## src/rtl/nx_mem_typePKG.sv

```systemverilog
// Shared types for the indirect-access memory arbiter.
// Holds the arbiter FSM state, starve counter type and defaults.
package nx_mem_typePKG;

  typedef enum logic {
    HW_SLOT = 1'b0,
    SW_HOLD = 1'b1
  } arb_st_e;

  localparam int unsigned STARVE_LIMIT_DEF = 7;
  localparam int unsigned SCNT_W = 3;

  typedef logic [SCNT_W-1:0] scnt_t;

  function automatic scnt_t sat_inc(input scnt_t v);
    return (&v) ? v : v + scnt_t'(1);
  endfunction

endpackage

```

## src/rtl/nx_rr_arb.sv

```systemverilog
// Round-robin selector over N requesters.
// Ports: en_i gate, req_i, one-hot gnt_o, granted index idx_o.
module nx_rr_arb #(
  parameter int unsigned N = 2,
  localparam int unsigned PW = (N > 1) ? $clog2(N) : 1
) (
  input  logic          clk,
  input  logic          rst_n,
  input  logic          en_i,
  input  logic [N-1:0]  req_i,
  output logic [N-1:0]  gnt_o,
  output logic [PW-1:0] idx_o
);

  logic [PW-1:0] ptr_q, ptr_d;
  logic [N-1:0]  hi_mask;
  logic [N-1:0]  hi_req;
  logic [N-1:0]  src;
  logic [N-1:0]  pick;

  // Prefer requesters at or above the pointer; otherwise wrap
  // to the lowest set bit. x & -x isolates the lowest one.
  always_comb begin
    hi_mask = ~((N'(1) << ptr_q) - N'(1));
    hi_req  = req_i & hi_mask;
    src     = (|hi_req) ? hi_req : req_i;
    pick    = src & (~src + N'(1));
    gnt_o   = en_i ? pick : '0;
    idx_o   = '0;
    for (int i = 0; i < N; i++) begin
      if (pick[i]) idx_o = PW'(i);
    end
    ptr_d = ptr_q;
    if (|gnt_o) begin
      ptr_d = (idx_o == PW'(N - 1)) ? '0
                                    : idx_o + PW'(1);
    end
  end

  always_ff @(posedge clk or negedge rst_n) begin
    if (!rst_n) ptr_q <= '0;
    else        ptr_q <= ptr_d;
  end

endmodule

```

## src/rtl/nx_ia_mem_arb.sv

```systemverilog
// Arbiter sharing one table port between HW requesters and SW.
// Ports: hw_* datapath side, sw_*/grant/yield indirect side, mem_*.
module nx_ia_mem_arb
  import nx_mem_typePKG::*;
#(
  parameter int unsigned N_HW         = 2,
  parameter int unsigned N_ADDR_BITS  = 5,
  parameter int unsigned N_DATA_BITS  = 64,
  parameter int unsigned STARVE_LIMIT = STARVE_LIMIT_DEF
) (
  input  logic                                 clk,
  input  logic                                 rst_n,
  input  logic [N_HW-1:0]                      hw_req,
  input  logic [N_HW-1:0]                      hw_we,
  input  logic [N_HW-1:0][N_ADDR_BITS-1:0]     hw_addr,
  input  logic [N_HW-1:0][N_DATA_BITS-1:0]     hw_wdat,
  output logic [N_HW-1:0]                      hw_gnt,
  output logic [N_HW-1:0]                      hw_rvld,
  output logic [N_DATA_BITS-1:0]               hw_rdat,
  input  logic                                 sw_cs,
  input  logic                                 sw_ce,
  input  logic                                 sw_we,
  input  logic [N_ADDR_BITS-1:0]               sw_add,
  input  logic [N_DATA_BITS-1:0]               sw_wdat,
  output logic [N_DATA_BITS-1:0]               sw_rdat,
  output logic                                 grant,
  input  logic                                 yield,
  output logic                                 mem_cs,
  output logic                                 mem_ce,
  output logic                                 mem_we,
  output logic [N_ADDR_BITS-1:0]               mem_add,
  output logic [N_DATA_BITS-1:0]               mem_wdat,
  input  logic [N_DATA_BITS-1:0]               mem_rdat
);

  localparam int unsigned PW = (N_HW > 1) ? $clog2(N_HW) : 1;

  arb_st_e         st_q, st_d;
  scnt_t           scnt_q, scnt_d;
  logic            done_q, done_d;
  logic [N_HW-1:0] rvld_q, rvld_d;

  logic            sw_slot;
  logic            sw_req;
  logic            sw_force;
  logic            sw_gnt;
  logic            hw_en;
  logic [N_HW-1:0] hw_gnt_w;
  logic [PW-1:0]   hw_idx;

  // done_q marks that this sw_cs episode was already served,
  // so a held chip select neither re-issues nor starves.
  always_comb begin
    sw_req   = sw_cs & ~done_q;
    sw_force = yield | (scnt_q == scnt_t'(STARVE_LIMIT));
    sw_gnt   = rst_n & sw_slot & sw_req
             & (sw_force | ~(|hw_req));
    hw_en    = rst_n & ~sw_gnt;
  end

  nx_rr_arb #(
    .N (N_HW)
  ) u_rr (
    .clk   (clk),
    .rst_n (rst_n),
    .en_i  (hw_en),
    .req_i (hw_req),
    .gnt_o (hw_gnt_w),
    .idx_o (hw_idx)
  );

  always_ff @(posedge clk or negedge rst_n) begin
    if (!rst_n) st_q <= HW_SLOT;
    else        st_q <= st_d;
  end

  always_comb begin
    st_d = st_q;
    unique case (st_q)
      HW_SLOT: if (sw_gnt) st_d = SW_HOLD;
      SW_HOLD: st_d = HW_SLOT;
      default: st_d = HW_SLOT;
    endcase
  end

  always_comb begin
    sw_slot = 1'b0;
    unique case (st_q)
      HW_SLOT: sw_slot = 1'b1;
      SW_HOLD: sw_slot = 1'b0;
      default: sw_slot = 1'b0;
    endcase
  end

  always_comb begin
    scnt_d = (sw_req & ~sw_gnt) ? sat_inc(scnt_q) : '0;
    done_d = sw_cs & (done_q | sw_gnt);
    rvld_d = hw_gnt_w & ~hw_we;
  end

  always_ff @(posedge clk or negedge rst_n) begin
    if (!rst_n) begin
      scnt_q <= '0;
      done_q <= 1'b0;
      rvld_q <= '0;
    end else begin
      scnt_q <= scnt_d;
      done_q <= done_d;
      rvld_q <= rvld_d;
    end
  end

  always_comb begin
    mem_cs   = 1'b0;
    mem_ce   = 1'b0;
    mem_we   = 1'b0;
    mem_add  = '0;
    mem_wdat = '0;
    unique case (1'b1)
      sw_gnt: begin
        mem_cs   = 1'b1;
        mem_ce   = sw_ce;
        mem_we   = sw_we;
        mem_add  = sw_add;
        mem_wdat = sw_wdat;
      end
      (|hw_gnt_w): begin
        mem_cs   = 1'b1;
        mem_we   = hw_we[hw_idx];
        mem_add  = hw_addr[hw_idx];
        mem_wdat = hw_wdat[hw_idx];
      end
      default: ;
    endcase
  end

  assign grant   = sw_gnt;
  assign hw_gnt  = hw_gnt_w;
  assign hw_rvld = rvld_q;
  assign hw_rdat = mem_rdat;
  assign sw_rdat = mem_rdat;

endmodule

```

## config.mk

```make
export PLATFORM = sky130hd
export DESIGN_NAME = nx_ia_mem_arb
export DESIGN_NICKNAME = d
export VERILOG_FILES = /design/src/rtl/nx_mem_typePKG.sv /design/src/rtl/nx_rr_arb.sv /design/src/rtl/nx_ia_mem_arb.sv
export SDC_FILE = /design/constraint.sdc
export NUM_CORES = 1
export LEC_CHECK = 0
export BUFFER_PORTS_ARGS = -buffer_cell sky130_fd_sc_hd__buf_2
export CAP_MARGIN = 25
export CORE_AREA = 2 2 188 190
export CTS_CLUSTER_DIAMETER = 150
export DETAILED_ROUTE_END_ITERATION = 8
export DIE_AREA = 0 0 190 192
export MAX_ROUTING_LAYER = met4
export PLACE_DENSITY = 0.3
export SYNTH_ARGS = -nofsm -noshare
export SYNTH_HDL_FRONTEND = slang
export SYNTH_SLANG_ARGS = --single-unit
```

## constraint.sdc

```tcl
create_clock -name clk -period 4.45 [get_ports clk]
set_input_delay 0.6675 -clock clk [delete_from_list [all_inputs] [get_ports clk]]
set_output_delay 0.6675 -clock clk [all_outputs]
set_load 0.02 [all_outputs]
```

==> run summary, run 1 <==
Vert. Die Dim = 192 um
number of nets still failing antenna checks after routing = 0
Seq. cell area = 200 um^2
CTS tree = yes
DR DRC count = 0
net switching power = 0.297 mW
CP arrival = 2.47 ns
# IOs = 486
via count = 3107
clock latency at the later pin of the worst-skew pair = 0.23 ns
Seq/Total Area, Yosys = 7.18%
Cells after DPL = 1001
setup TNS = 0 ns
Final nets = 834
VDD IR max = 0.000128 V
CORE AREA = 34300 um^2
leading cell type in the layout, fill and taps excluded = buf_2
clock-pin slew on the worst setup and hold paths = 0.04 ns
drt wl/cell = 13.1 um
worst-path fanout max = 40
internal reg-to-reg setup slack = 2.41 ns
Switching Share = 43.2%
r2r worst-path depth = 6
metal3 WL = 1540 um
clock buffer depth = 2
drt total wl = 13200 um
Post-Synthesis Cells = 398
Top Metal Used = met4
Setup violations, final = 0
Synth Cell Area = 2790 um^2
RR Startpoint = scnt_q[0]
Avg Cell Area, Syn = 7.00 um^2
number of global-route vias before repair = 2927
most frequent cells in the layout = buf_2 (293), nand2_1 (72), mux2i_1 (72)
Initial Utilization = 8.13%
final cell count without fillers = 1005
leak pwr = 2.14 nW
CTS Hold Bufs = 0
post-CTS setup buffer count = 0
die width = 190 um
wire length on met1 = 4550 um
H-Tree Depth = 1
DRT iter0 DRCs = 81
outcome = finished, final reports clean
syn_nets = 681
row count = 68
Slew headroom = 60.7%
#FFs+latches synth = 8
FF-to-FF End = done_q
# fillers = 4037
worst path required time = 3.78 ns
clock share of power = 21.6%
WS Path Type = flop to output pin
CTS root buffer = clkbuf_16
Port Buffers = 293
HPWL after DPL = 11200 um
gr usage total = 6.47%
WL met2 = 6520 um
hold violation count in the final report = 0
fin util = 11.4%
multi-input gate area in the final layout = 1520 um^2
drt first pass iters = 4
Critical Path End Type = output pin
Hold Crit Class = input port to async pin
clock sink total = 8
Final Cycle Share = 70.6%
first-pass GRT wire length = 17300 um
fmax = 0.319 GHz
minimum clock period = 3.14 ns
Via density = 3.09
max cap viols = 0
largest net degree at the start of global routing = 43
crit path launch type = flop
Resize count post-CTS = 0
CTS buffer count = 3
Fin Clk Skew = 0.000696 ns
Pwr Density = 176 nW/um^2
Slew @ Worst Pin = 0.590 ns
unrepaired setup endpoints after global routing = no
Pins Over Slew Limit = 0
synth warn = 0
total internal power = 0.390 mW
synth unique cells = 25
Placer Congestion = 0.699
Gate power share = 65.9%
layout cells sized above 1 = 55.9%
synthesis-to-finish area growth = 39.9%
Flop pwr share = 12.5%
Remaining Overflow, GRT = 0
initial antenna violation count = 1
Design Area, Final = 3900 um^2
die area = 36500 um^2
DP Area = 3820 um^2
critical path, cell delays in order, from the launching register on:
cell and delay, ns:
dfrtp_1 0.38, ha_1 0.21, ha_1 0.27, o31ai_4 0.48
nand2b_2 0.10, buf_4 0.27, o21ai_1 0.28, buf_2 0.21
power by group through the flow:
stage                     sequential, mW  clock [mW]  combinational, mW
final                             0.0859       0.148              0.452
after global routing              0.0870       0.157              0.491
after CTS                         0.0860       0.153              0.461
after detailed placement          0.0871           0              0.460
after global placement            0.0872           0              0.462
after floorplan                   0.0855           0              0.425
final cells by class:
type / count / area share, %
timing repair buffer: 299 / 39.1
clock buffer: 3 / 1.93
inverter: 3 / 0.289
multi-input combinational: 236 / 38.9
antenna: 1 / 0.0642
sequential: 8 / 5.13
tap: 455 / 14.6
kinds of logic (layout without fill, tap and decap cells):
| logic type | after synthesis | in the layout | share of synthesized area [%] |
|---|---|---|---|
| flip-flops | 8 | 8 | 7.18 |
| buffers and inverters | 154 | 305 | 38.8 |
| adder cells (fa/ha/maj) | 2 | 2 | 0.898 |
| AO/OA/AOI/OAI | 78 | 78 | 15.0 |
| XOR/XNOR | 1 | 1 | 0.314 |
| multiplexers | 72 | 72 | 25.9 |
| other | 0 | 1 | 0 |
| AND/OR/NAND/NOR | 83 | 83 | 12.0 |
how the worst max path moves through the flow:
stage,to,cells past startpoint,slack (ns),from
2_1_floorplan,mem_add[4],7,1.80,scnt_q[0]
3_3_place_gp,mem_we,8,1.41,rst_n
3_5_place_dp,mem_wdat[46],8,1.42,rst_n
4_1_cts,mem_wdat[46],7,1.26,scnt_q[0]
5_1_grt,mem_we,7,1.16,scnt_q[0]
6_report,mem_wdat[46],7,1.31,scnt_q[0]
cell usage after synthesis:
| cell type | n | area share [%] |
|---|---|---|
| nand3_1 | 1 | 0.18 |
| nand3b_1 | 1 | 0.27 |
| clkbuf_1 | 5 | 0.67 |
| inv_2 | 1 | 0.13 |
| dfrtp_1 | 8 | 7.2 |
| o21a_1 | 1 | 0.27 |
| nand2_1 | 72 | 9.7 |
| nand2b_2 | 1 | 0.31 |
| o21ai_1 | 71 | 13 |
| buf_2 | 18 | 3.2 |
| xor2_1 | 1 | 0.31 |
| buf_4 | 128 | 34 |
| a31oi_1 | 1 | 0.22 |
| and4bb_2 | 1 | 0.45 |
| a41oi_1 | 1 | 0.31 |
| ha_1 | 2 | 0.90 |
| inv_1 | 2 | 0.27 |
| nor3_1 | 1 | 0.18 |
| o31ai_4 | 1 | 0.76 |
| a21oi_1 | 1 | 0.18 |
| and2_1 | 1 | 0.22 |
| nor2_1 | 5 | 0.67 |
| o21ai_0 | 1 | 0.18 |
| mux2i_1 | 72 | 26 |
| a211oi_1 | 1 | 0.27 |
per-stage QoR:
| step | setup WS (ns) | hold slack [ns] | power, mW |
|---|---|---|---|
| after floorplan | 1.80 | 0.372 | 0.511 |
| after global placement | 1.41 | 0.496 | 0.549 |
| after detailed placement | 1.42 | 0.501 | 0.547 |
| after CTS | 1.26 | 0.322 | 0.700 |
| after global routing | 1.16 | 0.337 | 0.735 |
| final | 1.31 | 0.315 | 0.687 |
metal layers:
layer | GRT usage (%) | vias up
li1 | - | 1510
met1 | 6.35 | 1318
met2 | 11.5 | 229
met3 | 2.45 | 50
met4 | 2.74 | 0
met5 | - | -
flip-flops by register name, summed over array words and instances (netlist names):
register	count
scnt_q	3
hw_rvld	2
done_q	1
st_q	1
u_rr.ptr_q	1
(Power assumes the default switching activity.)
==> run 2: changes to the inputs <==
--- a/config.mk
+++ b/config.mk
@@ -7,10 +7,10 @@
 export LEC_CHECK = 0
 export BUFFER_PORTS_ARGS = -buffer_cell sky130_fd_sc_hd__buf_2
 export CAP_MARGIN = 25
-export CORE_AREA = 2 2 188 190
+export CORE_AREA = 2 2 189 191
 export CTS_CLUSTER_DIAMETER = 150
 export DETAILED_ROUTE_END_ITERATION = 8
-export DIE_AREA = 0 0 190 192
+export DIE_AREA = 0 0 191 193
 export MAX_ROUTING_LAYER = met4
 export PLACE_DENSITY = 0.3
 export SYNTH_ARGS = -nofsm -noshare
==> constraint.sdc (replaced) <==
create_clock -name clk -period 2.9 [get_ports clk]
set_input_delay 0.435 -clock clk [delete_from_list [all_inputs] [get_ports clk]]
set_output_delay 0.435 -clock clk [all_outputs]
set_load 0.02 [all_outputs]
==> run summary, run 2 (same netlist as run 1, synthesis figures left out) <==
row count = 69
synthesis-to-finish area growth = 41.2%
CTS tree = yes
minimum clock period = 2.76 ns
leading cell type in the layout, fill and taps excluded = buf_2
gr usage total = 6.13%
drt wl/cell = 12.6 um
Top Metal Used = met4
initial antenna violation count = 1
Critical Path End Type = output pin
die area = 36900 um^2
first-pass GRT wire length = 16800 um
layout cells sized above 1 = 56.1%
max FFs per register = 3
clock-pin slew on the worst setup and hold paths = 0.04 ns
CTS Hold Bufs = 0
Biggest register = scnt_q
Vert. Die Dim = 193 um
largest net degree at the start of global routing = 42
outcome = finished, final reports clean
WL met2 = 6120 um
clock latency at the later pin of the worst-skew pair = 0.23 ns
total chip power = 1.06 mW
Port Buffers = 293
Design Area, Final = 3930 um^2
leak pwr = 2.16 nW
VDD IR max = 0.000156 V
number of global-route vias before repair = 2910
fmax = 0.362 GHz
# IOs = 486
Remaining Overflow, GRT = 0
Pwr Density = 269 nW/um^2
# fillers = 4116
Slew headroom = 68.6%
H-Tree Depth = 1
Final Cycle Share = 95.2%
Fin Clk Skew = 0.00124 ns
via count = 3110
Cells after DPL = 1008
Pins Over Slew Limit = 0
drt first pass iters = 4
CTS root buffer = clkbuf_16
setup TNS = 0 ns
metal3 WL = 1640 um
pre-CTS WS = 0.265 ns
Fin Hold WS = 0.172 ns
CP arrival = 2.33 ns
max cap viols = 0
CTS buffer count = 3
Placer Congestion = 0.703
worst path required time = 2.47 ns
number of nets still failing antenna checks after routing = 0
Via density = 3.07
post-CTS setup buffer count = 0
hold violation count in the final report = 0
HPWL after DPL = 10700 um
wire length on met1 = 4440 um
clock sink total = 8
DRT iter0 DRCs = 61
CORE AREA = 35000 um^2
most frequent cells in the layout = buf_2 (293), nand2_1 (72), mux2i_1 (72)
Slew @ Worst Pin = 0.471 ns
Resize count post-CTS = 0
fin worst setup slack = 0.138 ns
Setup violations, final = 0
Hold Crit Class = input port to async pin
final cell count without fillers = 1013
fin util = 11.3%
drt total wl = 12700 um
clock buffer depth = 2
worst-path fanout max = 39
die width = 191 um
crit path launch type = flop
unrepaired setup endpoints after global routing = no
DP Area = 3850 um^2
Final nets = 836
Initial Utilization = 7.97%
DR DRC count = 0
WS Path Type = flop to output pin
run 2: changes by cell type in the layout (fill, tap and decap cells not counted):
cell	delta
buf_12	+1
buf_4	+1
run 2: cell type report:
type,instances,area (um^2),area share (%)
sequential,8,200,5.09
antenna,1,2.50,0.0636
clock buffer,3,75.1,1.91
tap,461,577,14.7
inverter,3,11.3,0.286
multi-input combinational,236,1520,38.5
timing repair buffer,301,1550,39.4
run 2: final timing paths:
| check | slack (ns) | to | cells past startpoint | from |
|---|---|---|---|---|
| worst max-delay path | 0.14 | mem_wdat[46] | 7 | scnt_q[0] |
| worst min register to register | 0.51 | done_q | 1 | done_q |
| min in group clk | 0.38 | hw_rvld[1] | 2 | hw_we[1] |
| max in group asynchronous | 2.58 | hw_rvld[1] | 2 | rst_n |
| worst min-delay path | 0.17 | scnt_q[1] | 2 | rst_n |
| worst max register to register | 0.95 | hw_rvld[0] | 6 | scnt_q[0] |
run 2: metal layers:
layer,track usage [%],vias up
met5,-,-
met4,2.92,0
met3,2.55,54
met2,10.5,218
met1,6.01,1324
li1,-,1514
run 2: critical path, stage by stage, from the launching register on:
cell and delay, ns:
dfrtp_1 0.38, ha_1 0.20, ha_1 0.27, o31ai_4 0.41
nand2b_2 0.10, buf_4 0.27, o21ai_1 0.23, buf_2 0.20
run 2: power by group:
group | switching [mW] | internal, mW | total [mW]
logic | 0.391 | 0.305 | 0.695
registers | 0.00962 | 0.122 | 0.132
clock network | 0.0545 | 0.178 | 0.232
==> run 3: changes to the inputs <==
--- a/config.mk
+++ b/config.mk
@@ -13,6 +13,8 @@
 export DIE_AREA = 0 0 191 193
 export MAX_ROUTING_LAYER = met4
 export PLACE_DENSITY = 0.3
+export RECOVER_POWER = 50
+export SKIP_LAST_GASP = 1
 export SYNTH_ARGS = -nofsm -noshare
 export SYNTH_HDL_FRONTEND = slang
 export SYNTH_SLANG_ARGS = --single-unit
==> run summary, run 3 (same netlist as run 1, synthesis figures left out) <==
Critical Path End Type = output pin
fmax = 0.362 GHz
Pwr Density = 269 nW/um^2
CP arrival = 2.33 ns
clock sink total = 8
clock-pin slew on the worst setup and hold paths = 0.04 ns
DR DRC count = 0
Slew @ Worst Pin = 0.471 ns
synthesis-to-finish area growth = 41.1%
Switching Share = 42.9%
Crit path max-delay family = compound AO/OA/AOI/OAI gates
Biggest register = scnt_q
H-Tree Depth = 1
Resize count post-CTS = 0
most frequent cells in the layout = buf_2 (292), nand2_1 (72), mux2i_1 (72)
Slew headroom = 68.6%
VDD IR max = 0.000156 V
Final Cycle Share = 95.2%
die width = 191 um
DP Area = 3850 um^2
critical path's slowest cell = o31ai_4
Critical Path Max Stage Delay = 0.41 ns
layout cells sized above 1 = 55.9%
Worst path most repeated cell = ha_1
initial antenna violation count = 1
Vert. Die Dim = 193 um
CTS root buffer = clkbuf_16
max FFs per register = 3
Flop pwr share = 12.4%
number of nets still failing antenna checks after routing = 0
Seq. cell area = 200 um^2
total internal power = 0.604 mW
leak pwr = 2.16 nW
number of global-route vias before repair = 2910
# IOs = 486
WS Path Type = flop to output pin
CTS Hold Bufs = 0
HPWL after DPL = 10700 um
Buf+Inv Stages, Crit Path = 2
Final nets = 836
DRT iter0 DRCs = 61
clock latency at the later pin of the worst-skew pair = 0.23 ns
Gate power share = 65.6%
drt wl/cell = 12.6 um
# fillers = 4115
Pins Over Slew Limit = 0
first-pass GRT wire length = 16800 um
Fin Clk Skew = 0.00124 ns
Placer Congestion = 0.703
via count = 3110
Initial Utilization = 7.97%
Hold Crit Class = input port to async pin
worst-path fanout max = 39
Via density = 3.07
CTS tree = yes
crit path launch type = flop
hold violation count in the final report = 0
setup TNS = 0 ns
unrepaired setup endpoints after global routing = no
largest net degree at the start of global routing = 42
leading cell type in the layout, fill and taps excluded = buf_2
critical-path cell list = ha_1 > ha_1 > o31ai_4 > nand2b_2 > buf_4 > o21ai_1 > buf_2
Remaining Overflow, GRT = 0
clock share of power = 21.9%
Port Buffers = 293
drt first pass iters = 4
CORE AREA = 35000 um^2
post-CTS setup buffer count = 0
row count = 69
Setup violations, final = 0
worst path required time = 2.47 ns
minimum clock period = 2.76 ns
gr usage total = 6.13%
die area = 36900 um^2
drt total wl = 12700 um
outcome = finished, final reports clean
CTS buffer count = 3
Design Area, Final = 3930 um^2
multi-input gate area in the final layout = 1520 um^2
max cap viols = 0
clock buffer depth = 2
net switching power = 0.455 mW
[run 3: through the flow]
stage	hold WS (ns)	util, %	setup WS, ns	total power, mW	cells
floorplan	0.139	-	0.487	0.784	398
global placement	0.417	11.0	0.241	0.842	1008
detailed placement	0.417	11.0	0.265	0.839	1008
CTS	0.172	11.2	0.0145	1.08	1011
global route	0.269	11.2	0.0216	1.14	1013
finish	0.240	11.2	0.138	1.06	1013
[run 3: power groups by stage]
stage	Sequential, mW	Combinational (mW)	Clock, mW
global placement	0.133	0.709	0
floorplan	0.131	0.652	0
finish	0.132	0.695	0.232
CTS	0.132	0.708	0.238
global route	0.133	0.760	0.245
detailed placement	0.133	0.706	0
[run 3: worst register-to-register path, delay by kind of cell, from the launching register on]
family / cells / cell delay (ns)
buf+inv: 1 / 0.20
simple gates: 1 / 0.09
flops: 1 / 0.38
compound gates: 2 / 0.70
fa+ha+maj: 2 / 0.47
[run 3: path summary, 6_finish.rpt]
| path | start | endpoint | slack (ns) | cells after the start |
|---|---|---|---|---|
| hold / removal | rst_n | scnt_q[1] | 0.24 | 2 |
| min in group clk | hw_we[1] | hw_rvld[1] | 0.38 | 2 |
| setup reg to reg | scnt_q[0] | hw_rvld[0] | 0.95 | 6 |
| hold reg to reg | done_q | done_q | 0.51 | 1 |
| max in group asynchronous | rst_n | hw_rvld[1] | 2.51 | 2 |
| setup / recovery | scnt_q[0] | mem_wdat[46] | 0.14 | 7 |
[run 3: layout make-up]
| cell class | instances | share of cell area [%] |
|---|---|---|
| Tap cell | 461 | 14.7 |
| Antenna cell | 1 | 0.0636 |
| Inverter | 3 | 0.286 |
| Multi-Input combinational cell | 236 | 38.6 |
| Sequential cell | 8 | 5.09 |
| Clock buffer | 3 | 1.91 |
| Timing Repair Buffer | 301 | 39.4 |
[run 3: metal layers]
| metal | GRT usage (%) | wire (um) | up-vias |
|---|---|---|---|
| li1 | - | - | 1514 |
| met1 | 6.01 | 4440 | 1324 |
| met2 | 10.5 | 6120 | 218 |
| met3 | 2.55 | 1640 | 54 |
| met4 | 2.92 | 534 | 0 |
| met5 | - | 0 | - |
